File: src/rtl/decimator_10x.sv
// 10:1 FIR decimator: weighted sum of ten input-rate samples per output frame.
// Compile-time option: DECIMATOR_10X_ROUND_EN selects round-half-up on the
// output; when undefined the output is the truncated accumulator.
module decimator_10x (
  input  logic       clk,
  input  logic       reset,
  input  logic       clk_en,
  input  logic       clk_en_10x,
  input  logic [7:0] sample_x,
  output logic [7:0] sample_y,
  output logic       valid,
  output logic       frame_err
);

  localparam int unsigned X_W    = 8;
  localparam int unsigned COEF_W = 6;
  localparam int unsigned ACC_W  = 16;
  localparam int unsigned CNT_W  = 4;

  localparam logic [CNT_W-1:0] FRAME_LEN = CNT_W'(10);
  localparam logic [CNT_W-1:0] CNT_MAX   = CNT_W'(15);
  localparam logic [ACC_W-1:0] ROUND_K   = ACC_W'(128);

  // Fixed symmetric taps; they sum to 256 so the output is a >>8 of acc.
  function automatic logic [COEF_W-1:0] coef(input logic [CNT_W-1:0] idx);
    logic [COEF_W-1:0] c;
    case (idx)
      CNT_W'(0): c = COEF_W'(8);
      CNT_W'(1): c = COEF_W'(16);
      CNT_W'(2): c = COEF_W'(24);
      CNT_W'(3): c = COEF_W'(32);
      CNT_W'(4): c = COEF_W'(48);
      CNT_W'(5): c = COEF_W'(48);
      CNT_W'(6): c = COEF_W'(32);
      CNT_W'(7): c = COEF_W'(24);
      CNT_W'(8): c = COEF_W'(16);
      CNT_W'(9): c = COEF_W'(8);
      default:   c = COEF_W'(0);
    endcase
    return c;
  endfunction

  logic [CNT_W-1:0] cnt_q, cnt_d;
  logic [ACC_W-1:0] acc_q, acc_d;
  logic             primed_q, primed_d;
  logic [X_W-1:0]   sample_y_q, sample_y_d;
  logic             valid_q, valid_d;
  logic             frame_err_q, frame_err_d;

  logic [X_W-1:0]   result_c;
  logic [ACC_W-1:0] prod_c;
  logic [ACC_W-1:0] prod0_c;

  // Output scaling of the closed frame's accumulator.
  always_comb begin
`ifdef DECIMATOR_10X_ROUND_EN
    result_c = X_W'((acc_q + ROUND_K) >> 8);
`else
    result_c = X_W'(acc_q >> 8);
`endif
  end

  // Tap products: current phase, and phase 0 for a sample that opens a frame.
  always_comb begin
    prod_c  = ACC_W'(sample_x) * ACC_W'(coef(cnt_q));
    prod0_c = ACC_W'(sample_x) * ACC_W'(coef(CNT_W'(0)));
  end

  // Next-state: frame close/open on clk_en, accumulate on clk_en_10x.
  always_comb begin
    cnt_d       = cnt_q;
    acc_d       = acc_q;
    primed_d    = primed_q;
    sample_y_d  = sample_y_q;
    valid_d     = 1'b0;
    frame_err_d = 1'b0;

    if (clk_en) begin
      sample_y_d  = result_c;
      valid_d     = primed_q;
      frame_err_d = primed_q && (cnt_q != FRAME_LEN);
      primed_d    = 1'b1;
      if (clk_en_10x) begin
        acc_d = prod0_c;
        cnt_d = CNT_W'(1);
      end else begin
        acc_d = '0;
        cnt_d = '0;
      end
    end else if (clk_en_10x) begin
      if (cnt_q < FRAME_LEN) begin
        acc_d = acc_q + prod_c;
      end
      if (cnt_q != CNT_MAX) begin
        cnt_d = cnt_q + CNT_W'(1);
      end
    end
  end

  // State and output registers with asynchronous active-low reset.
  always_ff @(posedge clk or negedge reset) begin
    if (!reset) begin
      cnt_q       <= '0;
      acc_q       <= '0;
      primed_q    <= 1'b0;
      sample_y_q  <= '0;
      valid_q     <= 1'b0;
      frame_err_q <= 1'b0;
    end else begin
      cnt_q       <= cnt_d;
      acc_q       <= acc_d;
      primed_q    <= primed_d;
      sample_y_q  <= sample_y_d;
      valid_q     <= valid_d;
      frame_err_q <= frame_err_d;
    end
  end

  assign sample_y  = sample_y_q;
  assign valid     = valid_q;
  assign frame_err = frame_err_q;

endmodule
File: config.mk
export PLATFORM = sky130hd
export DESIGN_NAME = decimator_10x
export DESIGN_NICKNAME = d
export VERILOG_FILES = /design/src/rtl/decimator_10x.sv
export SDC_FILE = /design/constraint.sdc
export NUM_CORES = 1
export LEC_CHECK = 0
export ABC_AREA = 1
export BUFFER_PORTS_ARGS = -buffer_cell sky130_fd_sc_hd__buf_4
export CORE_MARGIN = 5
export CORE_UTILIZATION = 50
export CTS_CLUSTER_DIAMETER = 30
export DETAILED_ROUTE_END_ITERATION = 10
export PLACE_DENSITY = 0.81
export SLEW_MARGIN = 0
export SYNTH_ARGS = -nofsm -noshare
export SYNTH_HDL_FRONTEND = slang
export SYNTH_SLANG_ARGS = --single-unit
File: constraint.sdc
create_clock -name clk -period 4.3 [get_ports clk]
set_input_delay 0.645 -clock clk [delete_from_list [all_inputs] [get_ports clk]]
set_output_delay 0.645 -clock clk [all_outputs]
set_load 0.05 [all_outputs]
Word-level counts from Yosys, hierarchy flattened

Memory sizes are Yosys's and may differ from the RTL's.
Cells that the tools add are included.

$lt $le $gt $ge: 1
Reduce and logical (&&, ||, !) cells: 6
Mux-type cells: 10
Add/sub/neg operators: 2
Eq/ne operators: 2
$mul: 1

Operators by type and width:

| kind                | number |
|---|---|
| $mux 16             | 3 |
| $add 16x14->16      | 1 |
| $mul 8x6->14        | 1 |
| $mux 4              | 3 |
| $mux 11             | 1 |
| $ne 4x4->1 const B  | 2 |
| $reduce_bool 2->1   | 3 |
| $add 4x1->4 const B | 1 |
| $lt 4x4->1 const B  | 1 |
| $reduce_and 2->1    | 2 |
| $mux 1              | 3 |
| $logic_and 1x1->1   | 1 |

Memories: 1
Output and inout bits: 10
Bits in read-only memories: 48
Logic and storage cells: 29
Bits in registers: 31
Input bits: 12

Memories:

| name             | words | width | rd ports | clocked after Yosys merged registers in | wr ports | RTL line | RTL |
|---|---|---|---|---|---|---|---|
| (name not given) | 16    | 3     | 1        | 0                                       | 0        | 27       | `case (idx)` |

Logic depth before layout (Yosys ltp)

Gate-level depths: netlist of the first run.
An unclocked memory read counts as a cell.

Depth after elaboration: 6
Gate-level depth with buffers: 24
Depth with buffers taken out: 24

Worst setup path after synthesis of the first run

OpenSTA, ideal clock, no wires.

Path kind: reg2reg
Start: reg cnt_q[0]
End: reg acc_q[13]
Arrival time: 3.709 ns
Period minus slack after synthesis: 3.826 ns
Buffers on the path: 0
Setup time: 0.118 ns
Cell stages (with the launch flop): 21
Path slack: 0.474 ns
Data required time: 4.182 ns
Path through: dfrtp_1 -> inv_1 -> ha_1 -> o211ai_1 -> o21ai_2 -> inv_2 -> nor2_1 -> fa_1 -> ha_1 -> fa_1 -> inv_1 -> fa_1 -> inv_1 -> ha_1 -> nand2_1 -> nor2_1 -> nand3_1 -> nand3_1 -> nand2_1 -> nand3_1 -> nand2_1

Cells in the longest elaborated chain, start to end: 6
Elaborated cells between the ends (all ways): 9
Classes of those cells: add/sub (1); mul (1); order compare (1); mux (3); reduce/logical (2); memory (1)

Ends and longest elaborated chain:

| what                   | RTL line | RTL |
|---|---|---|
| start, declared        | 43       | `logic [CNT_W-1:0] cnt_q, cnt_d;` |
| start signal, assigned | 110      | `cnt_q <= cnt_d;` |
| $mem_v2 16x3           | -        |  |
| $mul 8x6->14           | 65       | `prod_c = ACC_W'(sample_x) * ACC_W'(coef(cnt_q));` |
| $add 16x14->16         | 92       | `acc_d = acc_q + prod_c;` |
| $mux 16                | 91       | `if (cnt_q < FRAME_LEN) begin` |
| $mux 16                | 90       | `end else if (clk_en_10x) begin` |
| $mux 16                | 78       | `if (clk_en) begin` |
| end signal, assigned   | 104      | `acc_q <= '0;` |
| end signal, assigned   | 111      | `acc_q <= acc_d;` |
| end, declared          | 44       | `logic [ACC_W-1:0] acc_q, acc_d;` |

Several ways; a longest one is shown, not always the timed one. The select of a mux whose other input is x is not followed.
A chain may end at the register's enable or synchronous reset.

Worst setup path in the final report of the first run

Start: reg cnt_q[0]
End: reg acc_q[15]

The elaborated chain is that of the path after synthesis.

==> results of run 1 <==
## through the flow
stage	setup WS, ns	cell area [um2]
floorplan	0.474	2670
global placement	0.178	2870
detailed placement	0.0187	2870
CTS	0.0145	2940
global route	-0.0336	3010
finish	0.118	3010
## state kept, by name, indices dropped and copies added, names as in the netlist
signal	count
frame_err	1
primed_q	1
cnt_q	4
sample_y	8
acc_q	13
valid	1
## cells in the final DEF (no fill, tap or decap), types with 3 or more instances in the layout
master and instances:
o21ai_0 9, nand2_1 81, dfrtp_1 26, nand4_1 4
a21oi_1 10, nand3_1 16, inv_2 4, ha_1 35
o21ai_1 5, nor2_1 32, inv_1 68, clkbuf_8 3
a22oi_1 6, fa_1 15, buf_4 23
## Yosys cell counts, types with 3 or more instances
library cell,count,area (um2)
fa_1,15,300
o21ai_1,5,25.0
nor2_1,34,128
buf_6,3,33.8
a22oi_1,6,45.0
nand2_1,81,304
dfrtp_1,28,701
nand4_1,4,25.0
ha_1,37,463
inv_1,70,263
nand3_1,18,90.1
o21ai_0,9,45.0
a21oi_1,10,50.1
## worst max-delay path: cells and delay by family (launching register included)
| family | cells | cell delay [ns] |
|---|---|---|
| adder cells (fa/ha/maj) | 6 | 2.20 |
| AND/OR/NAND/NOR | 9 | 0.81 |
| flip-flops | 1 | 0.44 |
| buffers and inverters | 5 | 0.36 |
| AO/OA/AOI/OAI | 2 | 0.30 |
## layer usage
layer,vias up,global-route usage (%)
met2,54,29.7
met4,0,5.35
li1,1124,-
met5,-,0
met1,1074,21.0
met3,14,1.49
## logic make-up after synthesis
group,after synthesis,synth area share (%)
simple gates,143,21.9
compound gates,40,9.76
buf+inv,81,12.4
flops,28,26.3
xor+xnor,3,0.986
fa+ha+maj,52,28.6
## layout make-up
class	count	area share, %
Multi-Input combinational cell	238	56.0
Tap cell	70	2.91
Timing Repair Buffer	23	5.74
Inverter	76	9.64
Sequential cell	28	23.4
Clock inverter	1	0.998
Clock buffer	3	1.37
## power groups by stage
stage                     clock [W]  combinational [W]  sequential [W]
after floorplan                   0           0.000926        0.000465
after global placement            0            0.00124        0.000386
after detailed placement          0            0.00127        0.000390
after CTS                  0.000218            0.00129        0.000384
after global routing       0.000230            0.00154        0.000394
final                      0.000218            0.00136        0.000387
## worst paths after layout
path	from	endpoint	slack, ns	depth (start not counted)
hold reg to reg	primed_q	primed_q	0.48	1
setup / recovery	cnt_q[0]	acc_q[15]	0.12	22
setup reg to reg	cnt_q[0]	acc_q[15]	0.12	22
hold / removal	reset	acc_q[12]	0.27	1
min in group clk	primed_q	primed_q	0.48	1
max in group asynchronous	reset	cnt_q[1]	3.72	1
## repair_timing
action	4_1_cts	5_1_grt
setup endpoints to repair	0	6
gates resized for setup	0	12
buffers inserted	0	2
==> results_dict.tcl, run 1 <==
set metrics [dict create \
    worstSkewPairLatency_ns 0.28 \
    cts-root-buf "clkbuf_8" \
    finClkSkew_ns 0.00298 \
    dieHeight_um 83.0 \
    seq_power_share_pct 19.7 \
    clockBufferDepth 2 \
    synthCells 347 \
    synth_area_um2 2670 \
    worstPathRequired_ns 4.52 \
    grt_pass1_wl_um 9610 \
    cp-end-kind "register" \
    ff_latch_area_um2 703 \
    highest_layer "met4" \
    outcome "finished clean" \
    path_max_fanout 7 \
    fin_crit_sh_pct 97.2 \
    via_count 2266 \
    crit_path_top_delay_cell "fa_1" \
    synth-main-ff-cell "dfrtp_1" \
    grt_pass1_vias 2195 \
    fillers 464 \
    finalNetCount 434 \
    met1_length_um 2560 \
    seq_area_frac_synth_pct 26.3 \
    multiInputGateArea_um2 1690 \
    wl_um 5860 \
    area_growth_pct 13.0 \
    routedWlPerCell_um 13.4 \
    syn-num-nets 411 \
    coreArea_um2 5140 \
    start_util_pct 51.9 \
    path_clk_slew_ns 0.11 \
    drive_above_1_share_pct 14.1 \
    firstDrtPassIters 7 \
    fin_hold_ws_ns 0.271 \
    path_cells "inv_2 -> ha_1 -> o211ai_1 -> o21ai_2 -> inv_2 -> nor2_1 -> fa_1 -> ha_1 -> ha_1 -> inv_1 -> fa_1 -> inv_1 -> ha_1 -> nand2_1 -> inv_1 -> nand2_1 -> nand2_1 -> nand2_1 -> nand3_2 -> nand3_1 -> nand2_1 -> nor2_1" \
    cts_hold_buf 0 \
    max-vdd-ir-drop_uv 273 \
    ant_nets 0 \
    comb_power_share_pct 69.3 \
    yosysWarnings 0 \
    htree_levels 1 \
    worstMarginPinSlew_ns 0.387 \
    dp_hpwl_um 4540 \
    total_power_w 0.00197 \
    min_period_ns 4.18 \
    cts-buffers-inserted 3 \
    p_clk_share_pct 11.1 \
    tns_ns 0 \
    cp_slowest_stage_delay_ns 0.51 \
    stdcell_count 439 \
    synth-async-reset-ratio_pct 100 \
    finalHoldViolCount 0 \
    path_class "register to register" \
    avgSynthCellArea_um2 7.68 \
    dp.cells 433 \
    place.gp.congestion 0.863 \
    maxCapViolCount 0 \
    io_pins 22 \
    drc 0 \
    synth_cell_types 31 \
    cts_sinks 28 \
    wl_met3_um 210 \
    swShare_pct 50.1 \
    die_w_um 83.0 \
    max_freq_ghz 0.239 \
    final_util_pct 58.6 \
    grt_max_degree 29 \
    drtIter0Drc 176 \
    p_leak_nw 1.71 \
    hold_path_class "primary input to async pin" \
    powerDensity_nw_per_um2 653 \
    antennaDiodeCount 0 \
    setup_viol 0 \
    synth-edff-count 0 \
    p_switching_w 0.000986 \
    cts_tree "yes" \
    route.met2.wl_um 2990 \
    rows 26 \
    cpMostUsedCell "nand2_1" \
    dieArea_um2 6890 \
    antenna_found_initial 0 \
    slew-limit-headroom_pct 74.2 \
    critPathLaunchType "register" \
    ys_seq_elements 28 \
    intPower_w 0.000981 \
    crit_arrival_ns 4.40 \
    grtUsageTotal_pct 16.6 \
    grt_overflow 0 \
    via_per_inst 5.16 \
    drv_slew 0 \
    portBuffers 21 \
]
(Power assumes the default switching activity.)
==> run 2, diff against run 1 <==
- PLACE_DENSITY: 0.81 -> not set
- PLACE_DENSITY_LB_ADDON: not set -> 0.15
==> run 2 against run 1 <==
  * Routed wire length increased by 1.3%
  * Hold slack got worse by 0.0075 ns
  * Largest power group unchanged
  * Sequential power about the same
==> results_dict.tcl, run 2 (synthesized netlist as in run 1, its figures left out) <==
set metrics [dict create \
    largest_reg_flops 13 \
    drc 0 \
    cts_sinks 28 \
    io_pins 22 \
    drtIter0Drc 135 \
    wl_um 5940 \
    dp.cells 433 \
    path_clk_slew_ns 0.11 \
    antennaDiodeCount 0 \
    cts-buffers-inserted 3 \
    worstSkewPairLatency_ns 0.29 \
    path_max_fanout 6 \
    rows 26 \
    grt_overflow 0 \
    grt_pass1_wl_um 10100 \
    portBuffers 21 \
    firstDrtPassIters 4 \
    critPathLaunchType "register" \
    worstReg2RegStart "cnt_q[0]" \
    rsz0062_at_grt "yes" \
    top_register "acc_q" \
    powerDensity_nw_per_um2 661 \
    grt_pass1_vias 2157 \
    final_area_um2 3050 \
    fillers 488 \
    worstMarginPinSlew_ns 0.387 \
    min_period_ns 4.10 \
    timing.rr.end "acc_q[15]" \
    mostFrequentLayoutCell "nand2_1" \
    cts-root-buf "clkbuf_8" \
    drv_slew 0 \
    maxCapViolCount 0 \
    multiInputGateArea_um2 1690 \
    worstPathRequired_ns 4.49 \
    hold_path_class "primary input to async pin" \
    r2r_slack_ns 0.20 \
    grt_max_degree 29 \
    place_area_um2 2870 \
    via_per_inst 5.04 \
    dieHeight_um 83.0 \
    htree_levels 1 \
    routedWlPerCell_um 13.4 \
    final_cell_mix "80 x nand2_1, 68 x inv_1, 34 x ha_1" \
    clockBufferDepth 2 \
    ff_latch_area_um2 704 \
    dp_worst_setup_slack_ns 0.0339 \
    path_class "register to register" \
    antenna_found_initial 0 \
    finalNetCount 438 \
    setup_viol 0 \
    ant_nets 0 \
    place.gp.congestion 0.864 \
    dieArea_um2 6890 \
    slew-limit-headroom_pct 74.2 \
    cp-end-kind "register" \
    cts_hold_buf 0 \
    area_growth_pct 14.4 \
    r2r_cells 20 \
    crit_arrival_ns 4.29 \
    cts_tree "yes" \
    max-vdd-ir-drop_uv 390 \
    tns_ns 0 \
    finalHoldViolCount 0 \
    p_leak_nw 1.71 \
    outcome "finished clean" \
    finalWorstSetupSlack_ns 0.203 \
    coreArea_um2 5140 \
    fin_hold_ws_ns 0.264 \
    grtUsageTotal_pct 17.6 \
    fin_crit_sh_pct 95.3 \
    start_util_pct 51.9 \
    die_w_um 83.0 \
    drive_above_1_share_pct 16.1 \
    finClkSkew_ns 0.00469 \
    max_freq_ghz 0.244 \
    stdcell_count 443 \
    via_count 2234 \
    dp_hpwl_um 4610 \
]
## run 2: worst max-delay path by stage
| stage | slack, ns | endpoint | start |
|---|---|---|---|
| 2_1_floorplan | 0.47 | acc_q[13] | cnt_q[0] |
| 3_3_place_gp | 0.13 | acc_q[13] | cnt_q[0] |
| 3_5_place_dp | 0.03 | acc_q[13] | cnt_q[0] |
| 4_1_cts | 0.03 | acc_q[13] | cnt_q[0] |
| 5_1_grt | -0.04 | acc_q[14] | cnt_q[1] |
| 6_report | 0.20 | acc_q[15] | cnt_q[0] |
## run 2: layout make-up
| class | instances | share of cell area (%) |
|---|---|---|
| Clock buffer | 3 | 1.35 |
| Clock inverter | 1 | 0.985 |
| Inverter | 76 | 9.52 |
| Multi-Input combinational cell | 238 | 55.5 |
| Sequential cell | 28 | 23.1 |
| Tap cell | 70 | 2.87 |
| Timing Repair Buffer | 27 | 6.65 |
## run 2: metal layers
layer,up-vias,share of wire (%),track usage (%)
li1,1132,-,-
met1,1058,49,26.0
met2,37,47,27.3
met3,7,2.6,1.68
met4,0,1.4,5.20
met5,-,0,0
## run 2: timing repair
| action | in CTS | in global routing |
|---|---|---|
| buffers inserted | 0 | 6 |
| gates resized for setup | 0 | 16 |
| endpoints found under the setup margin | 0 | 7 |
## run 2: worst max-delay path, stage by stage (launching register included)
cell	delay, ns
dfrtp_2	0.43
inv_2	0.07
ha_1	0.31
o211ai_1	0.21
o21ai_2	0.10
inv_2	0.11
nor2_1	0.07
fa_1	0.42
ha_1	0.23
fa_1	0.48
inv_1	0.05
fa_1	0.49
inv_1	0.05
ha_2	0.36
nand2_1	0.11
nor2_1	0.14
nand3_1	0.09
nand3_1	0.10
nand3_1	0.07
nand2_1	0.07
nor2_1	0.04
## run 2: power breakdown
group / total [W] / switching, W / internal [W]
clock network: 0.000220 / 0.0000949 / 0.000125
logic: 0.00141 / 0.000866 / 0.000543
registers: 0.000388 / 0.0000493 / 0.000339
total: 0.00202 / 0.00101 / 0.00101
## run 2: stage by stage
stage,power [W],util (%)
after floorplan,0.00139,-
after detailed placement,0.00168,55.8
after global routing,0.00224,59.3
after global placement,0.00165,55.8
after CTS,0.00190,57.2
final,0.00202,59.3
